--- config.mk ---
export PLATFORM = sky130hd
export DESIGN_NAME = rc5_encrypt_core_flat
export DESIGN_NICKNAME = d
export VERILOG_FILES = /design/src/rtl/rc5_pkg.sv /design/src/rtl/rc5_encrypt_core_if.sv /design/src/rtl/rc5_round.sv /design/src/rtl/rc5_encrypt_core.sv /design/src/flat_wrapper.sv
export SDC_FILE = /design/constraint.sdc
export NUM_CORES = 2
export LEC_CHECK = 0
export CORE_MARGIN = 2
export CORE_UTILIZATION = 49
export DETAILED_ROUTE_END_ITERATION = 7
export GPL_ROUTABILITY_DRIVEN = 0
export PLACE_DENSITY = 0.73
export SLEW_MARGIN = 20
export SYNTH_ARGS = -nofsm -noshare
export SYNTH_HDL_FRONTEND = slang
export SYNTH_SLANG_ARGS = --single-unit
--- constraint.sdc ---
create_clock -name clk -period 20.6 [get_ports clk]
set_clock_uncertainty 0.05 [all_clocks]
set_input_delay 5.15 -clock clk [delete_from_list [all_inputs] [get_ports clk]]
set_output_delay 5.15 -clock clk [all_outputs]
set_load 0.05 [all_outputs]
--- src/rtl/rc5_pkg.sv ---
// RC5-32 shared constants, FSM state encoding and the 32-bit rotate helper.
// Pure declarations: no latency and no flow control of its own.
package rc5_pkg;

    localparam int W      = 32;
    localparam int ROUNDS = 12;
    localparam int NKEY   = 2 * ROUNDS + 2;
    localparam int CW     = 4;
    localparam int AW     = 5;

    typedef enum logic [1:0] {
        IDLE  = 2'd0,
        ROUND = 2'd1,
        DONE  = 2'd2
    } state_t;

    // Left-circular rotate: the upper word of {x,x}<<sh holds the wrapped bits.
    function automatic logic [W-1:0] rotl32(input logic [W-1:0] x, input logic [4:0] sh);
        logic [2*W-1:0] dbl;
        dbl = {x, x} << sh;
        return dbl[2*W-1:W];
    endfunction

endpackage

--- src/rtl/rc5_encrypt_core_if.sv ---
// Plaintext/ciphertext handshake and key-write bundle for rc5_encrypt_core.
// Valid/ready on both data paths; key writes carry no backpressure.
interface rc5_encrypt_core_if;
    import rc5_pkg::*;

    logic            in_valid;
    logic            in_ready;
    logic [2*W-1:0]  pt;
    logic            key_we;
    logic [AW-1:0]   key_addr;
    logic [W-1:0]    key_data;
    logic            out_valid;
    logic            out_ready;
    logic [2*W-1:0]  out;
    logic            busy;

    modport master (
        output in_valid, pt, key_we, key_addr, key_data, out_ready,
        input  in_ready, out_valid, out, busy
    );

    modport slave (
        input  in_valid, pt, key_we, key_addr, key_data, out_ready,
        output in_ready, out_valid, out, busy
    );

endinterface

--- src/rtl/rc5_round.sv ---
// One full RC5 round (both half-rounds), purely combinational.
// Zero latency; no flow control.
module rc5_round
    import rc5_pkg::*;
(
    input  logic [W-1:0] a,
    input  logic [W-1:0] b,
    input  logic [W-1:0] s_even,
    input  logic [W-1:0] s_odd,
    output logic [W-1:0] a_nxt,
    output logic [W-1:0] b_nxt
);

    assign a_nxt = rotl32(a ^ b, b[4:0]) + s_even;
    assign b_nxt = rotl32(b ^ a_nxt, a_nxt[4:0]) + s_odd;

endmodule

--- src/rtl/rc5_encrypt_core.sv ---
// Iterative RC5-32/12 encryptor, one round per clock; ciphertext valid ROUNDS edges after accept.
// Holds the result in DONE until out_ready; no new plaintext is taken until then.
module rc5_encrypt_core
    import rc5_pkg::*;
(
    input  logic               clk,
    input  logic               rst,
    rc5_encrypt_core_if.slave  bus
);

    state_t          state_q, state_d;
    logic [CW-1:0]   rnd_q;
    logic [W-1:0]    a_q, b_q;
    logic [W-1:0]    a_nxt, b_nxt;
    logic [W-1:0]    skey_q [NKEY];
    logic [2*W-1:0]  out_q;
    logic [AW-1:0]   idx_even, idx_odd;
    logic            key_wr_ok;
    logic            last_rnd;

    assign idx_even  = {rnd_q, 1'b0};
    assign idx_odd   = {rnd_q, 1'b1};
    assign key_wr_ok = bus.key_we && (bus.key_addr < AW'(NKEY));
    assign last_rnd  = (rnd_q == CW'(ROUNDS));

    rc5_round u_round (
        .a      (a_q),
        .b      (b_q),
        .s_even (skey_q[idx_even]),
        .s_odd  (skey_q[idx_odd]),
        .a_nxt  (a_nxt),
        .b_nxt  (b_nxt)
    );

    always_ff @(posedge clk) begin
        if (!rst) state_q <= IDLE;
        else      state_q <= state_d;
    end

    always_comb begin
        state_d = state_q;
        unique case (state_q)
            IDLE:    if (bus.in_valid)  state_d = ROUND;
            ROUND:   if (last_rnd)      state_d = DONE;
            DONE:    if (bus.out_ready) state_d = IDLE;
            default:                    state_d = IDLE;
        endcase
    end

    always_comb begin
        bus.in_ready  = 1'b0;
        bus.out_valid = 1'b0;
        bus.busy      = 1'b0;
        unique case (state_q)
            IDLE:    bus.in_ready  = 1'b1;
            ROUND:   bus.busy      = 1'b1;
            DONE:    bus.out_valid = 1'b1;
            default: bus.in_ready  = 1'b0;
        endcase
    end

    // Whitening reads the registered table, so a same-edge write to S[0]/S[1] lands after use.
    always_ff @(posedge clk) begin
        if (!rst) begin
            a_q   <= '0;
            b_q   <= '0;
            rnd_q <= '0;
            out_q <= '0;
            for (int k = 0; k < NKEY; k++) skey_q[k] <= '0;
        end else begin
            unique case (state_q)
                IDLE: begin
                    if (key_wr_ok) skey_q[bus.key_addr] <= bus.key_data;
                    if (bus.in_valid) begin
                        a_q   <= bus.pt[W-1:0]   + skey_q[0];
                        b_q   <= bus.pt[2*W-1:W] + skey_q[1];
                        rnd_q <= CW'(1);
                    end
                end
                ROUND: begin
                    a_q <= a_nxt;
                    b_q <= b_nxt;
                    if (last_rnd) out_q <= {b_nxt, a_nxt};
                    else          rnd_q <= rnd_q + CW'(1);
                end
                default: ;
            endcase
        end
    end

    assign bus.out = out_q;

endmodule

--- src/flat_wrapper.sv ---
// flat-port wrapper written by rule: the top's interface ports become plain ports
module rc5_encrypt_core_flat import rc5_pkg::*;
  (clk, rst, bus_in_valid, bus_pt, bus_key_we, bus_key_addr, bus_key_data, bus_out_ready, bus_in_ready, bus_out_valid, bus_out, bus_busy);
  rc5_encrypt_core_if bus_i ();
  input  logic clk;
  input  logic rst;
  input wire logic [$bits(bus_i.in_valid)-1:0] bus_in_valid;
  input wire logic [$bits(bus_i.pt)-1:0] bus_pt;
  input wire logic [$bits(bus_i.key_we)-1:0] bus_key_we;
  input wire logic [$bits(bus_i.key_addr)-1:0] bus_key_addr;
  input wire logic [$bits(bus_i.key_data)-1:0] bus_key_data;
  input wire logic [$bits(bus_i.out_ready)-1:0] bus_out_ready;
  output wire logic [$bits(bus_i.in_ready)-1:0] bus_in_ready;
  output wire logic [$bits(bus_i.out_valid)-1:0] bus_out_valid;
  output wire logic [$bits(bus_i.out)-1:0] bus_out;
  output wire logic [$bits(bus_i.busy)-1:0] bus_busy;
  assign bus_i.in_valid = bus_in_valid;
  assign bus_i.pt = bus_pt;
  assign bus_i.key_we = bus_key_we;
  assign bus_i.key_addr = bus_key_addr;
  assign bus_i.key_data = bus_key_data;
  assign bus_i.out_ready = bus_out_ready;
  assign bus_in_ready = bus_i.in_ready;
  assign bus_out_valid = bus_i.out_valid;
  assign bus_out = bus_i.out;
  assign bus_busy = bus_i.busy;
  rc5_encrypt_core u_core (.clk(clk), .rst(rst), .bus(bus_i));
endmodule
==> impl_table.tex <==
\begin{tabular}{lr}
\hline
Metric & Value \\
\hline
\multicolumn{2}{l}{\textbf{GRT}} \\
\quad Number of global-route vias before repair & 40000 \\
\quad Initial antenna violation count & 14 \\
\quad Global route total overflow & 0 \\
\quad Global-route usage over all layers & 0.295 \\
\quad Maximum number of pins on one net before global-route repair & 107 \\
\quad First-pass GRT wire length & 272000 um \\
\multicolumn{2}{l}{\textbf{Setup path}} \\
\quad Critical Path Source Type & register \\
\quad Largest stage delay on the critical path & 0.89 ns \\
\quad Top cell by count, worst path & sky130\_fd\_sc\_hd\_\_a21oi\_1 \\
\quad Type of the worst setup path & reg -> reg \\
\quad R2R Setup Slk & between 9 and 10 ns \\
\quad Worst r2r dst & u\_core.bus.out[61] \\
\quad Arrival time at the worst endpoint & 11.70 ns \\
\quad R2R depth & 28 \\
\quad Critical path data required time & 21.22 ns \\
\quad Standard cell with the maximum stage delay on the critical path & sky130\_fd\_sc\_hd\_\_dfxtp\_4 \\
\quad Maximum fanout encountered on the critical timing path & between 40 and 50 \\
\quad Kind of capture point of the worst setup path & register \\
\multicolumn{2}{l}{\textbf{Detailed routing}} \\
\quad Routed via count divided by cell count & 6.25 \\
\quad Final WL & 188000 um \\
\quad 1st-pass router iterations & 7 \\
\quad Detailed Route Iter0 Violations & 5317 \\
\quad Detailed route wirelength on metal2 & 88100 um \\
\quad \# DRC & 0 \\
\quad Met3 Routed Length & 20700 um \\
\quad Drt wl/cell & 28.8 um \\
\quad Top sig layer & met5 \\
\quad Met1 routed wirelength after detailed routing & between 60000 and 70000 um \\
\quad Post-route antenna net violation count & 0 \\
\quad Routed vias & 41000 \\
\multicolumn{2}{l}{\textbf{Logic synthesis}} \\
\quad Mean Syn Cell Area & 13.2 um2 \\
\quad Largest cells by area after synthesis & sky130\_fd\_sc\_hd\_\_edfxtp\_1 50\%, sky130\_fd\_sc\_hd\_\_mux4\_2 14\%, sky130\_fd\_sc\_hd\_\_and2\_1 7.7\% \\
\quad Async S/R FF share, synth & 0 \\
\quad Ys flop type & sky130\_fd\_sc\_hd\_\_edfxtp\_1 \\
\quad Warnings from Yosys & 0 \\
\quad Most frequent cell after synthesis & sky130\_fd\_sc\_hd\_\_edfxtp\_1 \\
\quad Synthesized netlist cell count & 4620 \\
\quad Most used standard cells in the synthesized netlist & 1024 x sky130\_fd\_sc\_hd\_\_edfxtp\_1, 747 x sky130\_fd\_sc\_hd\_\_and2\_1, 378 x sky130\_fd\_sc\_hd\_\_mux4\_2 \\
\quad Area share of the largest cell type after synthesis & 0.504 \\
\quad Post-synth design cell area & 0.0611 mm2 \\
\quad Sequential share of the synthesized area & 0.549 \\
\quad Leading area contributor after synthesis & sky130\_fd\_sc\_hd\_\_edfxtp\_1 \\
\quad Number of unique standard cell types used by synthesis & between 90 and 100 \\
\quad Number of flops mapped to enable cells by yosys & 1024 \\
\quad Seq cells post-synth & 1162 \\
\multicolumn{2}{l}{\textbf{Finish}} \\
\quad Area growth from synthesis to layout & 12.6\% \\
\quad \# nets final & 5053 \\
\quad Fraction of final layout cells with drive strength greater than 1 & 0.154 \\
\multicolumn{2}{l}{\textbf{Worst hold path}} \\
\quad Worst hold path cell count & 2 \\
\quad Endpoint of the worst hold-timing path & u\_core.bus.out[9] \\
\quad Path category of the worst min-delay check & reg -> reg \\
\quad Hold Startpoint & u\_core.bus.out[9] \\
\multicolumn{2}{l}{\textbf{Floorplan}} \\
\quad Number of placement rows & 129 \\
\quad Overall die area & roughly 0.13 mm2 \\
\quad Core Box Area & $\sim$0.12 mm2 \\
\quad DIE HEIGHT & 357 um \\
\quad Die Width & $\sim$360 um \\
\quad Effective utilization at floorplan & 0.494 \\
\quad I/O pin cnt & about 170 \\
\multicolumn{2}{l}{\textbf{STA}} \\
\quad Final period demand of the worst path & 11.08 ns \\
\quad Slew @ Worst Pin & 1.16 ns \\
\quad Period Utilization, post-route & 0.538 \\
\quad Max-Slew Margin vs Limit & 0.222 \\
\quad Final setup fails & 0 \\
\quad FMAX & 90.2 MHz \\
\quad Final number of hold-violating endpoints & 0 \\
\quad Final worst slack & 9.52 ns \\
\quad Hold Slack & 0.405 ns \\
\quad Setup tns final & 0 ns \\
\quad Setup repair after global routing missed its margin & no \\
\quad Final slew viol count & 0 \\
\multicolumn{2}{l}{\textbf{Placed design}} \\
\quad Worst slack after detailed placement & about 9.7 ns \\
\quad Placed wire-length estimate after detailed placement & 128000 um \\
\quad Port Buffers & 172 \\
\multicolumn{2}{l}{\textbf{Clock tree}} \\
\quad TritonCTS Sinks & $\sim$1200 \\
\quad Number of buffers inserted by post-CTS setup repair & 0 \\
\quad Clock tree from TritonCTS & yes \\
\quad Register clock-pin slew on the reported worst setup and hold paths & 0.07 ns \\
\quad CTS root buf & sky130\_fd\_sc\_hd\_\_clkbuf\_16 \\
\quad Hold buffer count at CTS & 0 \\
\quad Number of buffers created by CTS & 116 \\
\quad Total number of H-tree levels & 3 \\
\quad Count of instances resized after the clock tree is built & 0 \\
\quad Worst-Skew Late Latency & 0.74 ns \\
\quad Maximum buffer depth of the clock tree & 3 \\
\multicolumn{2}{l}{\textbf{Status}} \\
\quad Result of the run & completed \\
\multicolumn{2}{l}{\textbf{Flow run}} \\
\quad Number of maximum-capacitance violations & 0 \\
\hline
\end{tabular}
==> placed cells by master (no fill, tap or decap), drive strengths merged, types with 9 or more instances in the layout <==
master and instances:
conb 192, clkbuf 146, a31oi 18, or3 16, ha 130, o22ai 9, nor3 40, and2 749
o21a 31, nand3 40, xnor3 12, xor2 72, mux2i 64, nor2b 14, a21oi 229, a21o 48
clkdlybuf4s50 158, a22oi 9, inv 63, and3 113, a221oi 20, edfxtp 1024, a311oi 10, o211ai 29
mux4 379, dfxtp 138, nand2b 22, o21ai 169, nand2 254, clkinv 52, a211oi 52, nand4 15
o21bai 11, a2111oi 12, xnor2 87, mux2 26, nor2 240, buf 94
==> area by class of cell <==
type | count | area [um2]
Fill cell | 9893 | 54900
Sequential cell | 1162 | 33500
Multi-Input combinational cell | 3221 | 27100
Clock buffer | 146 | 3060
Timing Repair Buffer | 252 | 2270
Tap cell | 1637 | 2050
Clock inverter | 65 | 542
Inverter | 60 | 228
Antenna cell | 7 | 17.5
==> stage by stage <==
stage | cells | instance area (um2) | util
after floorplan | 4811 | 61800 | -
after global placement | 6332 | 65200 | 0.527
after detailed placement | 6332 | 65200 | 0.527
after CTS | 6543 | 68800 | 0.556
after global routing | 6543 | 68700 | 0.556
final | 6550 | 68800 | 0.556
==> per-layer routing <==
| layer | up-vias | global-route usage |
|---|---|---|
| met4 | 22 | 0.149 |
| met1 | 20400 | 0.375 |
| li1 | 17600 | - |
| met3 | 553 | 0.0756 |
| met2 | 2392 | 0.470 |
| met5 | - | 0 |
==> worst max-delay path by stage <==
stage               depth (start not counted)  slack [ns]      from                   end
finish                                     28        9.52  register    u_core.bus.out[61]
global placement                           28        9.90  register    u_core.bus.out[61]
CTS                                        27        9.66  register    u_core.bus.out[61]
floorplan                                   5       11.47       rst  u_core.skey_q[16][0]
global route                               28        8.74  register    u_core.bus.out[61]
detailed placement                         27        9.70  register    u_core.bus.out[61]
==> kinds of logic (layout without fill, tap and decap cells) <==
| group | after synthesis | count (layout) | share of synthesized area |
|---|---|---|---|
| simple gates | 1532 | 1532 | 0.136 |
| flops | 1162 | 1162 | 0.549 |
| buf+inv | 428 | 523 | 0.0270 |
| fa+ha+maj | 134 | 134 | 0.0279 |
| xor+xnor | 176 | 176 | 0.0293 |
| compound gates | 718 | 718 | 0.0758 |
| other cells | 1 | 199 | 0.0000614 |
| mux | 469 | 469 | 0.155 |
==> sequential cells by signal (all words and copies together), names as in the netlist, named ones only <==
signal	count
u_core.a_q	32
u_core.state_q	2
u_core.bus.out	64
u_core.skey_q	1024
u_core.b_q	32
u_core.rnd_q	4
==> worst max-delay path: cells and delay by family (launching register included) <==
kind	cells	cell delay, ns
flops	1	0.89
fa+ha+maj	2	0.72
buf+inv	2	1.61
simple gates	3	0.59
xor+xnor	1	0.27
mux	5	2.47
compound gates	15	4.28
Power is left out: the tool's default activity adds up to more than one toggle a clock period on the data nets, which glitch-free logic cannot reach.
